===== config.mk =====
export PLATFORM = sky130hd
export DESIGN_NAME = reg_write_strobe_flat
export DESIGN_NICKNAME = d
export VERILOG_FILES = /design/src/rtl/gstmcu_pkg.sv /design/src/rtl/reg_write_strobe_if.sv /design/src/rtl/reg_write_strobe_sync2.sv /design/src/rtl/reg_write_strobe.sv /design/src/flat_wrapper.sv
export SDC_FILE = /design/constraint.sdc
export NUM_CORES = 1
export LEC_CHECK = 0
export BUFFER_PORTS_ARGS = -buffer_cell sky130_fd_sc_hd__buf_2
export CORE_ASPECT_RATIO = 0.75
export CORE_MARGIN = 2
export CORE_UTILIZATION = 50
export CTS_CLUSTER_SIZE = 10
export DETAILED_ROUTE_END_ITERATION = 8
export PLACE_DENSITY_LB_ADDON = 0.2
export SYNTH_ARGS = -nofsm -noshare
export SYNTH_HDL_FRONTEND = slang
export SYNTH_HIERARCHICAL = 1
export SYNTH_SLANG_ARGS = --single-unit

===== constraint.sdc =====
create_clock -name clock -period 1.6 [get_ports clock]
set_input_delay 0.32 -clock clock [delete_from_list [all_inputs] [get_ports clock]]
set_output_delay 0.32 -clock clock [all_outputs]
set_load 0.02 [all_outputs]

===== src/rtl/gstmcu_pkg.sv =====
// Shared GSTMCU constants: default register-file geometry and the write-strobe FSM encoding.
package gstmcu_pkg;

  localparam int NREGS_DEF = 8;
  localparam int AW_DEF    = 3;
  localparam int DW_DEF    = 16;

  // Prefixed so the literals never collide with the SETUP/PULSE timing parameters.
  typedef enum logic [1:0] {
    S_IDLE  = 2'd0,
    S_SETUP = 2'd1,
    S_PULSE = 2'd2,
    S_ACK   = 2'd3
  } wsState_e;

  function automatic int maxInt(input int a, input int b);
    return (a > b) ? a : b;
  endfunction

endpackage


===== src/rtl/reg_write_strobe_if.sv =====
// 68000-side write bus and register-file strobe outputs of reg_write_strobe.
interface reg_write_strobe_if #(
  parameter int NREGS = 8,
  parameter int AW    = 3,
  parameter int DW    = 16
);

  logic             cs;
  logic             as_n;
  logic             rw;
  logic             uds_n;
  logic             lds_n;
  logic [AW-1:0]    addr;
  logic [DW-1:0]    din;
  logic [DW-1:0]    wdata;
  logic [1:0]       byte_en;
  logic [NREGS-1:0] wstrobe;
  logic             dtack_n;
  logic             busy;

  modport master (
    output cs, as_n, rw, uds_n, lds_n, addr, din,
    input  wdata, byte_en, wstrobe, dtack_n, busy
  );

  modport slave (
    input  cs, as_n, rw, uds_n, lds_n, addr, din,
    output wdata, byte_en, wstrobe, dtack_n, busy
  );

endinterface


===== src/rtl/reg_write_strobe_sync2.sv =====
// Two-flop synchroniser; resets to 1 so active-low strobes read as idle out of reset.
module sync2 (
  input  logic clock,
  input  logic reset,
  input  logic d_i,
  output logic q_o
);

  logic meta_q;
  logic sync_q;

  always_ff @(posedge clock or posedge reset) begin
    if (reset) begin
      meta_q <= 1'b1;
      sync_q <= 1'b1;
    end else begin
      meta_q <= d_i;
      sync_q <= meta_q;
    end
  end

  assign q_o = sync_q;

endmodule


===== src/rtl/reg_write_strobe.sv =====
// Turns an asynchronous 68000 write cycle into a one-hot register write clock of fixed width,
// with write data held stable around it, then returns DTACK to the CPU.
module reg_write_strobe
  import gstmcu_pkg::*;
#(
  parameter int NREGS = NREGS_DEF,
  parameter int AW    = AW_DEF,
  parameter int DW    = DW_DEF,
  parameter int SETUP = 1,
  parameter int PULSE = 2
) (
  input logic               clock,
  input logic               reset,
  reg_write_strobe_if.slave bus
);

  localparam int CW = $clog2(maxInt(SETUP, PULSE) + 1);

  logic asS, udsS, ldsS, csS;
  logic ds, req;

  wsState_e         state_q,   state_d;
  logic [CW-1:0]    cnt_q,     cnt_d;
  logic [AW-1:0]    addr_q,    addr_d;
  logic [DW-1:0]    wdata_q,   wdata_d;
  logic [1:0]       byteEn_q,  byteEn_d;
  logic [NREGS-1:0] wstrobe_q, wstrobe_d;
  logic             dtackN_q,  dtackN_d;
  logic             abort_q,   abort_d;

  sync2 uAsSync  (.clock(clock), .reset(reset), .d_i(bus.as_n),  .q_o(asS));
  sync2 uUdsSync (.clock(clock), .reset(reset), .d_i(bus.uds_n), .q_o(udsS));
  sync2 uLdsSync (.clock(clock), .reset(reset), .d_i(bus.lds_n), .q_o(ldsS));
  sync2 uCsSync  (.clock(clock), .reset(reset), .d_i(bus.cs),    .q_o(csS));

  // rw is taken raw: the CPU holds it stable for as long as the strobes stay low.
  assign ds  = ~udsS | ~ldsS;
  assign req = ~asS & csS & ds & ~bus.rw;

  always_ff @(posedge clock or posedge reset) begin
    if (reset) begin
      state_q   <= S_IDLE;
      cnt_q     <= '0;
      addr_q    <= '0;
      wdata_q   <= '0;
      byteEn_q  <= '0;
      wstrobe_q <= '0;
      dtackN_q  <= 1'b1;
      abort_q   <= 1'b0;
    end else begin
      state_q   <= state_d;
      cnt_q     <= cnt_d;
      addr_q    <= addr_d;
      wdata_q   <= wdata_d;
      byteEn_q  <= byteEn_d;
      wstrobe_q <= wstrobe_d;
      dtackN_q  <= dtackN_d;
      abort_q   <= abort_d;
    end
  end

  always_comb begin
    state_d   = state_q;
    cnt_d     = cnt_q;
    addr_d    = addr_q;
    wdata_d   = wdata_q;
    byteEn_d  = byteEn_q;
    wstrobe_d = wstrobe_q;
    dtackN_d  = dtackN_q;
    abort_d   = abort_q;

    case (state_q)
      S_IDLE: begin
        if (req) begin
          addr_d   = bus.addr;
          wdata_d  = bus.din;
          byteEn_d = {~udsS, ~ldsS};
          cnt_d    = CW'(SETUP);
          state_d  = S_SETUP;
        end
      end

      S_SETUP: begin
        if (asS) begin
          state_d = S_IDLE;
        end else if (cnt_q == CW'(1)) begin
          // An out-of-range index decodes to no strobe but still completes the handshake.
          for (int i = 0; i < NREGS; i++) begin
            wstrobe_d[i] = (addr_q == AW'(i));
          end
          cnt_d   = CW'(PULSE);
          abort_d = 1'b0;
          state_d = S_PULSE;
        end else begin
          cnt_d = cnt_q - CW'(1);
        end
      end

      // Once the strobe has risen it always runs its full width; a CPU abort only suppresses the ack.
      S_PULSE: begin
        if (cnt_q == CW'(1)) begin
          wstrobe_d = '0;
          state_d   = (abort_q | asS) ? S_IDLE : S_ACK;
        end else begin
          cnt_d   = cnt_q - CW'(1);
          abort_d = abort_q | asS;
        end
      end

      S_ACK: begin
        if (dtackN_q) begin
          dtackN_d = 1'b0;
        end else if (asS & udsS & ldsS) begin
          dtackN_d = 1'b1;
          state_d  = S_IDLE;
        end
      end

      default: state_d = S_IDLE;
    endcase
  end

  assign bus.wdata   = wdata_q;
  assign bus.byte_en = byteEn_q;
  assign bus.wstrobe = wstrobe_q;
  assign bus.dtack_n = dtackN_q;
  assign bus.busy    = (state_q != S_IDLE);

endmodule


===== src/flat_wrapper.sv =====
// flat-port wrapper written by rule: the top's interface ports become plain ports
module reg_write_strobe_flat import gstmcu_pkg::*;
#(
  parameter int NREGS = NREGS_DEF,
  parameter int AW    = AW_DEF,
  parameter int DW    = DW_DEF,
  parameter int SETUP = 1,
  parameter int PULSE = 2
)
  (clock, reset, bus_cs, bus_as_n, bus_rw, bus_uds_n, bus_lds_n, bus_addr, bus_din, bus_wdata, bus_byte_en, bus_wstrobe, bus_dtack_n, bus_busy);
  reg_write_strobe_if #(.NREGS(NREGS), .AW(AW), .DW(DW)) bus_i ();
  input logic clock;
  input logic reset;
  input wire logic [$bits(bus_i.cs)-1:0] bus_cs;
  input wire logic [$bits(bus_i.as_n)-1:0] bus_as_n;
  input wire logic [$bits(bus_i.rw)-1:0] bus_rw;
  input wire logic [$bits(bus_i.uds_n)-1:0] bus_uds_n;
  input wire logic [$bits(bus_i.lds_n)-1:0] bus_lds_n;
  input wire logic [$bits(bus_i.addr)-1:0] bus_addr;
  input wire logic [$bits(bus_i.din)-1:0] bus_din;
  output wire logic [$bits(bus_i.wdata)-1:0] bus_wdata;
  output wire logic [$bits(bus_i.byte_en)-1:0] bus_byte_en;
  output wire logic [$bits(bus_i.wstrobe)-1:0] bus_wstrobe;
  output wire logic [$bits(bus_i.dtack_n)-1:0] bus_dtack_n;
  output wire logic [$bits(bus_i.busy)-1:0] bus_busy;
  assign bus_i.cs = bus_cs;
  assign bus_i.as_n = bus_as_n;
  assign bus_i.rw = bus_rw;
  assign bus_i.uds_n = bus_uds_n;
  assign bus_i.lds_n = bus_lds_n;
  assign bus_i.addr = bus_addr;
  assign bus_i.din = bus_din;
  assign bus_wdata = bus_i.wdata;
  assign bus_byte_en = bus_i.byte_en;
  assign bus_wstrobe = bus_i.wstrobe;
  assign bus_dtack_n = bus_i.dtack_n;
  assign bus_busy = bus_i.busy;
  reg_write_strobe #(.NREGS(NREGS), .AW(AW), .DW(DW), .SETUP(SETUP), .PULSE(PULSE)) u_core (.clock(clock), .reset(reset), .bus(bus_i));
endmodule

==> impl_metrics.json <==
{
  "status": "finished clean",
  "synth.area.mux_share_pct": 16.3,
  "viasPerCell": 4.81,
  "syn_area_sq_um": 1870,
  "p_leak_nw": 1.21,
  "final_cells": 258,
  "drt_iter0_drc": 66,
  "required_ns": 1.28,
  "setup_viol": 0,
  "final_cell_mix": "53 x buf_2, 34 x dfrtp_1, 19 x nand2_1",
  "crit_path_max_fanout": 3,
  "grt_pass1_vias": 1205,
  "synthCells": 142,
  "ys_types": 30,
  "clockBufferDepth": 2,
  "slew_violations": 0,
  "first_pass_iters": 4,
  "synth_top_family_by_area": "multiplexers",
  "drtAntennaViolNets": 0,
  "synthToLayoutAreaGrowth_pct": 24.7,
  "path_buf_inv": 3,
  "slowest_stage": "dfrtp_1",
  "synth_nets": 174,
  "yosys.area_share.xor_xnor_pct": 0,
  "wl_mm": 3.32,
  "gp_congestion": 0.780,
  "diodes": 0,
  "yosys.area_share.simple_pct": 8.63,
  "cts_tree": "yes",
  "drv_cap": 0,
  "core_sq_um": 3610,
  "vias": 1241,
  "cp_top_family": "flip-flops",
  "critPathLaunchType": "register",
  "worstPathCellList": "inv_2 > ha_2 > inv_1 > buf_2",
  "die_h_microns": 57.0,
  "hold_viol": 0,
  "cts_root_buf": "clkbuf_8",
  "vdd_ir_drop_max_uv": 890,
  "period_needed_ns": 1.55,
  "syn_area_per_cell_sq_um": 13.2,
  "grt_max_degree": 36,
  "cp-end-kind": "output pin",
  "synth-compound-area-share_pct": 8.23,
  "cts_buffers": 5,
  "yosys_register_bits": 43,
  "ys_seq_area_share_pct": 58.1,
  "row_count": 19,
  "grt-ovfl-total": 0,
  "timing_worst_setup_path_type": "register to output pin",
  "worstMarginPinSlew_ns": 0.435,
  "timing.hold.ws_ns": 0.0897,
  "dp_hpwl_mm": 2.56,
  "power_density_nw_per_um2": 1850,
  "io-pin-count": 54,
  "yosys_warnings": 6,
  "fin_worst_skew_ns": 0.00539,
  "rsz0062_at_grt": "true",
  "slew_headroom_pct": 71.0,
  "hp-class": "input pin to asynchronous set/reset pin",
  "finish.utilization_pct": 64.6,
  "htree_levels": 2,
  "synth_fa_ha_area_share_pct": 4.01,
  "port-buffer-count": 53,
  "drive_gt1_share_pct": 51.0,
  "nNetsFinal": 237,
  "wl_per_cell_microns": 12.9,
  "drc": 0,
  "crit_arrival_ns": 1.23,
  "grtUsageTotal_pct": 16.8,
  "clk_pin_slew_worst_paths_ns": 0.07,
  "clock_latency_ns": 0.28,
  "antenna_found_initial": 0,
  "grt_pass1_wl_mm": 5.41,
  "cts.sinks": 43,
  "layout_commonest_cell": "buf_2",
  "start_util_pct": 51.8,
  "fin_crit_sh_pct": 96.9,
  "fmax_ghz": 0.645,
  "die_x_microns": 74.6,
  "dp_cells": 249,
  "cpPeakStageDelay_ns": 0.41,
  "die_area_sq_um": 4250
}
==> through the flow <==
stage | area (sq um) | setup TNS [ns] | setup WS, ns | total power, W
after floorplan | 1870 | 0 | 0.0193 | 0.00309
after global placement | 2220 | 0 | 0.0831 | 0.00360
after detailed placement | 2220 | -0.00298 | -0.00169 | 0.00367
after CTS | 2310 | 0 | 0.0299 | 0.00433
after global routing | 2330 | -0.0289 | -0.0160 | 0.00462
final | 2330 | 0 | 0.0501 | 0.00433
==> per-layer routing <==
metal / part of all wire, % / vias up / track usage, %
met5: 0 / - / 0
met4: 0.18 / 0 / 3.06
met3: 5.8 / 2 / 6.01
met2: 48 / 30 / 27.2
met1: 46 / 597 / 22.2
li1: - / 612 / -
==> flip-flops by register name, summed over array words and instances, names as in the netlist, 2 cells and up <==
signal              flops
u_core/bus.wdata       16
u_core/bus.wstrobe      8
u_core/addr_q           3
u_core/bus.byte_en      2
u_core/cnt_q            2
u_core/state_q          2
==> where the power goes <==
part	switching, W	internal [W]	leakage [nW]
Sequential	0.000258	0.00150	0.520
Combinational	0.00105	0.000889	0.652
Clock	0.000322	0.000306	0.0422
==> path summary, 6_finish.rpt <==
check,startpoint,end,slack (ns),cells after the start
max in group asynchronous,reset,u_core/bus.dtack_n$_DFFE_PP1N_,1.10,3
worst min register to register,u_core/uCsSync/meta_q$_DFF_PP1_,u_core/uCsSync/q_o$_DFF_PP1_,0.36,0
worst max register to register,u_core/state_q[0]$_DFFE_PP0P_,u_core/cnt_q[0]$_DFFE_PP0P_,0.05,6
worst min-delay path,reset,u_core/uLdsSync/q_o$_DFF_PP1_,0.09,2
worst max-delay path,u_core/state_q[0]$_DFFE_PP0P_,bus_busy,0.05,4
min in group clock,bus_lds_n,u_core/uLdsSync/meta_q$_DFF_PP1_,0.13,1
==> cell type report <==
type,count,area (sq um)
Fill cell,311,1280
Clock inverter,1,5.00
Inverter,14,52.6
Tap cell,52,65.1
Multi-Input combinational cell,81,717
Sequential cell,43,1090
Clock buffer,7,76.3
Timing Repair Buffer,60,330
==> worst reg2reg max path: cells and delay by family, from the launching register on <==
family	cells	cell delay [ns]
DFF	1	0.41
adders and majority gates	1	0.21
buffers and inverters	2	0.17
muxes	1	0.33
and+or+nand+nor	1	0.09
AOI/OAI and AO/OA	1	0.22
==> cell usage after synthesis <==
master	instances	area [sq um]
nor2b_1	2	12.5
inv_1	14	52.6
nor3_1	1	5.00
dfrtp_1	34	851
buf_4	1	7.51
a2bb2oi_1	1	8.76
buf_2	1	5.00
ha_1	6	75.1
or4_1	1	7.51
a21oi_1	1	5.00
dfstp_2	9	236
nand2b_1	3	18.8
mux2_4	16	240
nand3_1	2	10.0
mux2i_1	2	20.0
a21oi_2	1	8.76
buf_6	2	22.5
o21ai_0	7	35.0
mux2_2	4	45.0
o31ai_1	3	22.5
and2_1	1	6.26
o2bb2ai_1	1	8.76
nand4b_1	1	8.76
nand2_1	19	71.3
nand4_4	1	21.3
o21ai_1	1	5.00
a31o_2	1	8.76
o41ai_1	4	35.0
o211ai_1	1	7.51
a221oi_1	1	8.76
==> logic make-up (layout without fill, tap and decap cells) <==
logic type,count (synthesis),in the layout
flops,43,43
simple gates,31,31
compound gates,22,22
mux,22,22
buf+inv,18,82
fa+ha+maj,6,6
==> what timing repair did <==
item / 4_1_cts / 5_1_grt
pin swaps: 0 / 0
endpoints found under the setup margin: 4 / 10
hold buffers: 0 / 0
resized for setup: 4 / 4
buffers inserted: 0 / 1
(Power assumes the default switching activity.)
